`src/rtl/writeback_regfile.sv`:
```
// -----------------------------------------------------------------------------
// writeback_regfile
//   Writeback stage plus integer register file. Selects the writeback result
//   from the MEM/WB signals, commits it to the register array on the rising
//   clock edge, serves the two combinational decode read ports, and counts
//   committed writes for debug.
//
// Configuration macro:
//   REGFILE_BYPASS_EN - when defined, a read port whose address matches the
//                       write being committed this cycle returns ResultW
//                       directly (write-through). When undefined, reads see
//                       the array as of the last clock edge.
//
// Ports:
//   clock       in   system clock, rising-edge active
//   reset       in   synchronous active-high reset
//   controlW    in   [2] RegWriteW, [1:0] ResultSrcW
//   AluResultW  in   ALU result
//   ReadDataW   in   load data
//   PcPlus4W    in   link value
//   RdW         in   destination register
//   Rs1D/Rs2D   in   decode read addresses
//   Rd1D/Rd2D   out  decode read data (x0 always reads 0)
//   ResultW     out  selected writeback value (combinational)
//   WriteCount  out  committed writes to x1..x(NREGS-1), wraps
// -----------------------------------------------------------------------------
module writeback_regfile #(
  parameter  int XLEN  = 32,
  parameter  int NREGS = 32,
  parameter  int CNTW  = 32,
  localparam int AW    = $clog2(NREGS)
) (
  input  logic            clock,
  input  logic            reset,
  input  logic [2:0]      controlW,
  input  logic [XLEN-1:0] AluResultW,
  input  logic [XLEN-1:0] ReadDataW,
  input  logic [XLEN-1:0] PcPlus4W,
  input  logic [AW-1:0]   RdW,
  input  logic [AW-1:0]   Rs1D,
  input  logic [AW-1:0]   Rs2D,
  output logic [XLEN-1:0] Rd1D,
  output logic [XLEN-1:0] Rd2D,
  output logic [XLEN-1:0] ResultW,
  output logic [CNTW-1:0] WriteCount
);

  logic            regwrite_s;
  logic [1:0]      result_src_s;
  logic [XLEN-1:0] result_s;
  logic            commit_s;

  logic [XLEN-1:0] regs_q [NREGS];
  logic [XLEN-1:0] regs_d [NREGS];
  logic [CNTW-1:0] count_q;
  logic [CNTW-1:0] count_d;

  assign regwrite_s   = controlW[2];
  assign result_src_s = controlW[1:0];

  // Writeback result mux; the reserved encoding falls back to the ALU result.
  always_comb begin
    case (result_src_s)
      2'b00:   result_s = AluResultW;
      2'b01:   result_s = ReadDataW;
      2'b10:   result_s = PcPlus4W;
      default: result_s = AluResultW;
    endcase
  end

  assign ResultW = result_s;

  // A write commits only when enabled, not aimed at x0 and not under reset.
  assign commit_s = regwrite_s && (RdW != {AW{1'b0}}) && !reset;

  // Next-state array and counter: one entry updated per committed write.
  always_comb begin
    regs_d  = regs_q;
    count_d = count_q;
    if (commit_s) begin
      regs_d[RdW] = result_s;
      count_d     = count_q + {{(CNTW-1){1'b0}}, 1'b1};
    end else begin
      count_d = count_q;
    end
  end

  // State update; reset has priority so X on controlW cannot leak in.
  // Entry 0 is only ever cleared, so it synthesises to a constant.
  always_ff @(posedge clock) begin
    if (reset) begin
      for (int i = 0; i < NREGS; i++) begin
        regs_q[i] <= {XLEN{1'b0}};
      end
      count_q <= {CNTW{1'b0}};
    end else begin
      regs_q  <= regs_d;
      count_q <= count_d;
    end
  end

  assign WriteCount = count_q;

`ifdef REGFILE_BYPASS_EN
  // Read port 1 with write-through of the in-flight commit.
  always_comb begin
    if (Rs1D == {AW{1'b0}}) begin
      Rd1D = {XLEN{1'b0}};
    end else if (commit_s && (Rs1D == RdW)) begin
      Rd1D = result_s;
    end else begin
      Rd1D = regs_q[Rs1D];
    end
  end

  // Read port 2 with write-through of the in-flight commit.
  always_comb begin
    if (Rs2D == {AW{1'b0}}) begin
      Rd2D = {XLEN{1'b0}};
    end else if (commit_s && (Rs2D == RdW)) begin
      Rd2D = result_s;
    end else begin
      Rd2D = regs_q[Rs2D];
    end
  end
`else
  // Read port 1 from the committed array only.
  always_comb begin
    if (Rs1D == {AW{1'b0}}) begin
      Rd1D = {XLEN{1'b0}};
    end else begin
      Rd1D = regs_q[Rs1D];
    end
  end

  // Read port 2 from the committed array only.
  always_comb begin
    if (Rs2D == {AW{1'b0}}) begin
      Rd2D = {XLEN{1'b0}};
    end else begin
      Rd2D = regs_q[Rs2D];
    end
  end
`endif

endmodule

```
`config.mk`:
```
export PLATFORM = sky130hd
export DESIGN_NAME = writeback_regfile
export DESIGN_NICKNAME = d
export VERILOG_FILES = /design/src/rtl/writeback_regfile.sv
export SDC_FILE = /design/constraint.sdc
export NUM_CORES = 2
export LEC_CHECK = 0
export ABC_AREA = 1
export CAP_MARGIN = 20
export CELL_PAD_IN_SITES_DETAIL_PLACEMENT = 1
export CELL_PAD_IN_SITES_GLOBAL_PLACEMENT = 1
export CORE_ASPECT_RATIO = 0.9
export CORE_MARGIN = 1.5
export CORE_UTILIZATION = 41
export DETAILED_ROUTE_END_ITERATION = 10
export DONT_BUFFER_PORTS = 1
export GPL_TIMING_DRIVEN = 1
export HOLD_SLACK_MARGIN = 0.02
export PLACE_DENSITY = 0.89
export REMOVE_ABC_BUFFERS = 1
export SETUP_SLACK_MARGIN = 0.3
export SYNTH_ARGS = -nofsm -noshare
export SYNTH_HDL_FRONTEND = slang
export SYNTH_SLANG_ARGS = --single-unit
```
`constraint.sdc`:
```
create_clock -name clock -period 1.6 [get_ports clock]
set_input_delay 0.24 -clock clock [delete_from_list [all_inputs] [get_ports clock]]
set_output_delay 0.24 -clock clock [all_outputs]
set_load 0.005 [all_outputs]
```
==> results of run 1 <==
[kinds of logic after synthesis]
group / synth area share
simple gates: 0.4627
compound gates: 0.1057
fa+ha+maj: 0.0006405
buf+inv: 0.06938
xor+xnor: 0.0008968
flops: 0.3607
[per-layer routing]
layer / GRT overflow / global-route usage
met1: 6 / 0.7834
met2: 118 / 0.8799
met3: 6 / 0.7215
met4: 103 / 0.7707
met5: 0 / 0.5501
[repair_timing]
| action | in CTS |
|---|---|
| buffers inserted | 141 |
| pin swaps | 418 |
| hold buffers | 21 |
| cloned | 16 |
| resized for setup | 1266 |
| endpoints found under the setup margin | 163 |
| hold endpoints to repair | 159 |
[through the flow]
step | hold WS [ns] | TNS (ns) | instance area [um2] | std cells
global placement | 0.3212 | -270.13 | 64200 | 11450
floorplan | 0.3091 | -8582.65 | 55170 | 9092
detailed placement | 0.3230 | -311.00 | 64200 | 11450
CTS | -0.1062 | -37.44 | 73250 | 11840
==> summary.txt, run 1 <==
Area leader, netlist -> dfxtp_1
Die width -> 401.5 um
Grt total ovfl -> 233
Pre-CTS WS -> -0.7324 ns
CTS Buffer Depth -> 3
Synth warnings -> 0
Asr flop ratio synth -> 0
Most frequent cell after synthesis -> nand2_1
Ys flop type -> dfxtp_1
WEP type -> primary output
Outcome -> aborted with a tool error
Pin count of the biggest net entering global routing -> 514
FF+latch count, synth -> 1056
Final GP Congestion -> 0.9068
Initial Util -> 0.4134
CTS root buf -> clkbuf_16
Exit stage -> global routing
EDFF count, synth -> 0
Port bufs -> 0
Initial antenna violation count -> 125
Synth Instances -> 9956
Die height -> 361.7 um
CTS H-tree depth -> 3
Post-Syn Area per Cell -> 5.887 um2
Hpwl dp -> 171.3 mm
GR Util All Layers -> 0.7888
Post-synthesis sequential area ratio -> 0.3607
Area of the mapped netlist -> 58610 um2
Stop Error -> [ERROR GRT-0232] Routing congestion too high. Check the congestion heatmap in the GUI.
Worst endpoint after global-route timing repair -> Rd1D[22]
Top-area cell type share of the netlist area -> 0.3607
Num Clock Sinks -> 1056
Total CTS buffers -> 113
IO Pins -> 244
Yosys cell types -> 34
Synth cell count leaders -> 3466 x nand2_1, 1674 x nor2_1, 1461 x nand3_1, 1056 x dfxtp_1, 670 x o21ai_0
Top post-synthesis cells by area -> dfxtp_1 36%, nand2_1 22%, nand3_1 12%
Num rows -> 131
==> inputs of run 2 (changes only) <==
CELL_PAD_IN_SITES_DETAIL_PLACEMENT = unset   (was 1)
CELL_PAD_IN_SITES_GLOBAL_PLACEMENT = unset   (was 1)
CORE_ASPECT_RATIO = unset   (was 0.9)
CORE_UTILIZATION = 30   (was 41)
HOLD_SLACK_MARGIN = unset   (was 0.02)
PLACE_DENSITY = unset   (was 0.89)
PLACE_DENSITY_LB_ADDON = 0.15   (was unset)
SETUP_SLACK_MARGIN = unset   (was 0.3)
clock period = 2.08 ns   (was 1.6 ns; I/O delays follow)
==> run 2 against run 1 <==
The flow now finishes, with violations (slew limit, setup timing). Area after synthesis did not move. Synthesized cell count did not move.
==> summary.txt, run 2 <==
Vias in the first global route -> 60450
Compound-gate portion of the synthesized area -> 0.1057 (unchanged)
Cell area power density -> 705.0 nW/um2
Commonest non-fill, non-tap cell in the layout -> nand2_1
Synth Area in Simple Gates -> 0.4627 (unchanged)
CP max-delay cell -> clkinv_16
VDD IR-drop max -> 0.8092 mV
Hpwl dp -> 154.3 mm (-9.9%)
Pre-CTS WS -> -0.6010 ns (+0.1314 ns)
Final setup vio count -> 64
Pin count of the biggest net entering global routing -> 514
Ys flop type -> dfxtp_1
Period utilization -> 1.790
CP bufs+invs -> 5
Max FO, Critical Path -> 513
Reg with most FFs -> regs_q
Minimum clock period -> 3.723 ns
Hold WS -> 0.05190 ns
Post-synthesis sequential area ratio -> 0.3607 (unchanged)
Outcome -> finished, violations left
Area leader, netlist -> dfxtp_1
Num Clock Sinks -> 1056 (unchanged)
Port bufs -> 0 (unchanged)
CTS H-tree depth -> 4 (+1)
Worst setup EP type -> output pin
Die width -> 445 um (+11%)
Max-slew headroom -> -0.5931
Num rows -> 162 (+24%)
Adder-cell area share of the yosys netlist -> 0.0006405 (unchanged)
Most frequent cells in the layout -> 3316 x nand2_1, 1567 x nor2_1, 1316 x nand3_1
CP Cell Sequence -> clkinv_16 > buf_16 > buf_12 > buf_16 > nand2_1 > nand3_1 > nand3_1 > nand2_1 > nand2_2 > nand3_1 > nand2_1 > nor2_2 > buf_4
Failing checks -> slew limit, setup timing
1st-iter DRT viols -> 7622
Most frequent cell after synthesis -> nand2_1
Delay-heaviest family, CP -> buffers and inverters
Synth cell count leaders -> 3466 x nand2_1, 1674 x nor2_1, 1461 x nand3_1, 1056 x dfxtp_1, 670 x o21ai_0
CTS Buffer Depth -> 3 (unchanged)
Initial Util -> 0.3012 (-0.1122)
Die area -> 198000 um2
Final Worst Setup Slack -> -1.643 ns
CTS tree -> built
MaxCap Viol Count -> 0
Leakage -> 29.07 nW
CP Class -> primary input to output pin
Largest family of logic cells by synthesized area -> simple AND/OR/NAND/NOR gates
Via count -> 66940
Worst Setup Start Kind -> primary input
Final GP Congestion -> 0.8492 (-6.4%)
Total CTS buffers -> 134 (+19%)
RSZ-0062 raised after global routing -> true
First-pass DRT Iterations -> 6
DR vias/cell -> 5.377
Post-Syn Area per Cell -> 5.887 um2 (unchanged)
Grt total ovfl -> 0
Yosys cell types -> 34 (unchanged)
Synth warnings -> 0 (unchanged)
Final Max Tran Viols -> 182
Global-route wire length before repair -> 412.9 mm
CTS root buf -> clkbuf_16
Mux contribution to synthesized area -> 0 (unchanged)
Worst-skew pair later-pin latency -> 0.79 ns
Area growth syn-to-layout -> 25.03%
Number of flip-flops in the largest register -> 1024
Top-area cell type share of the netlist area -> 0.3607 (unchanged)
Drt total wl -> 289.5 mm
Area of the mapped netlist -> 58610 um2 (unchanged)
Worst Max-Slew Pin Slew -> 2.390 ns
EDFF count, synth -> 0 (unchanged)
Hold Path Class -> primary input to register
Post-DR wirelength/cell -> 23.26 um
Final #Nets -> 9916
Synth Instances -> 9956 (unchanged)
GR Util All Layers -> 0.2763
Synth Area in XOR/XNOR -> 0.0008966 (unchanged)
Remaining DRCs -> 0
CP max stage delay -> 0.61 ns
Die height -> 445 um (+23%)
Skew final -> 0.01512 ns
IO Pins -> 244 (unchanged)
FF+latch count, synth -> 1056 (unchanged)
WP data required -> 1.77 ns
Arrival time at the worst endpoint -> 3.41 ns
Initial antenna violation count -> 7
Clk slew on worst S/H paths -> 0.06 ns
Fmax -> 0.2686 GHz
Post-route ant nets -> 0
Fin. Hold Viols -> 0
Asr flop ratio synth -> 0 (unchanged)
CORE AREA -> 194600 um2
Fraction of layout cells with a size suffix above 1 -> 0.1339
Top post-synthesis cells by area -> dfxtp_1 36%, nand2_1 22%, nand3_1 12%
==> run 2: layout make-up <==
cell class / count / area (um2)
diodes: 7 / 17.52
clock buffers: 202 / 4014
clock inverters: 37 / 369.1
fillers: 20670 / 121300
inverters: 167 / 723.2
multi-input cells: 7869 / 35250
flip-flops and latches: 1056 / 21250
well taps: 2542 / 3181
repair buffers: 569 / 8479
==> run 2: where the power goes <==
part | internal [mW] | switching [mW]
Combinational | 2.78 | 4.61
Clock | 13.8 | 9.95
Sequential | 20.4 | 0.114
Total | 37.0 | 14.7
==> run 2: final timing paths <==
| check | slack [ns] | start | cells past startpoint | end |
|---|---|---|---|---|
| setup / recovery | -1.64 | Rs2D[0] | 13 | Rd2D[11] |
| hold / removal | 0.05 | AluResultW[17] | 5 | regs_q[913]$_SDFFE_PP0P_ |
| setup reg to reg | 0.23 | WriteCount[1]$_SDFFE_PP0P_ | 8 | WriteCount[18]$_SDFFE_PP0P_ |
| hold reg to reg | 0.43 | regs_q[996]$_SDFFE_PP0P_ | 2 | regs_q[996]$_SDFFE_PP0P_ |
==> run 2: logic make-up (layout without fill, tap and decap cells) <==
group,after synthesis,in the layout
AND/OR/NAND/NOR,6656,6656
buffers and inverters,1031,975
other,0,7
flip-flops,1056,1056
XOR/XNOR,6,6
adder cells (fa/ha/maj),3,3
AO/OA/AOI/OAI,1204,1204
==> run 2: through the flow <==
step | power [mW] | area, um2 | std cells | setup TNS (ns) | utilization
after floorplan | 24.41 | 55170 | 9092 | -8133.83 | -
after global placement | 27.15 | 64260 | 12070 | -21.33 | 0.3302
after detailed placement | 27.17 | 64260 | 12070 | -23.52 | 0.3302
after CTS | 51.43 | 70660 | 12370 | -24.86 | 0.3631
after global routing | 53.29 | 73260 | 12440 | -38.28 | 0.3765
final | 51.67 | 73280 | 12450 | -75.04 | 0.3766
==> run 2: worst min-delay path, stage by stage <==
cell and delay, ns:
nand2_1 0.04, nand2_1 0.10, inv_1 0.11, buf_12 0.17
a21oi_1 0.08
==> run 2: layer usage <==
metal  routed length (um)  global-route usage  vias to the layer above
li1                     -                   -                    31650
met1               124800              0.3652                    31700
met2               131900              0.4521                     3016
met3                22190             0.04081                      569
met4                10720              0.1054                        2
met5                   13                   0                        -
==> run 2: what timing repair did <==
item / in CTS / in global routing
pin swaps: 70 / 169
gates cloned: 19 / 39
setup buffers: 31 / 41
hold buffers: 14 / 0
gates resized for setup: 338 / 413
endpoints found under the hold margin: 162 / 0
setup endpoints to repair: 64 / 303
No activity file was read; power rests on OpenSTA's default activity.
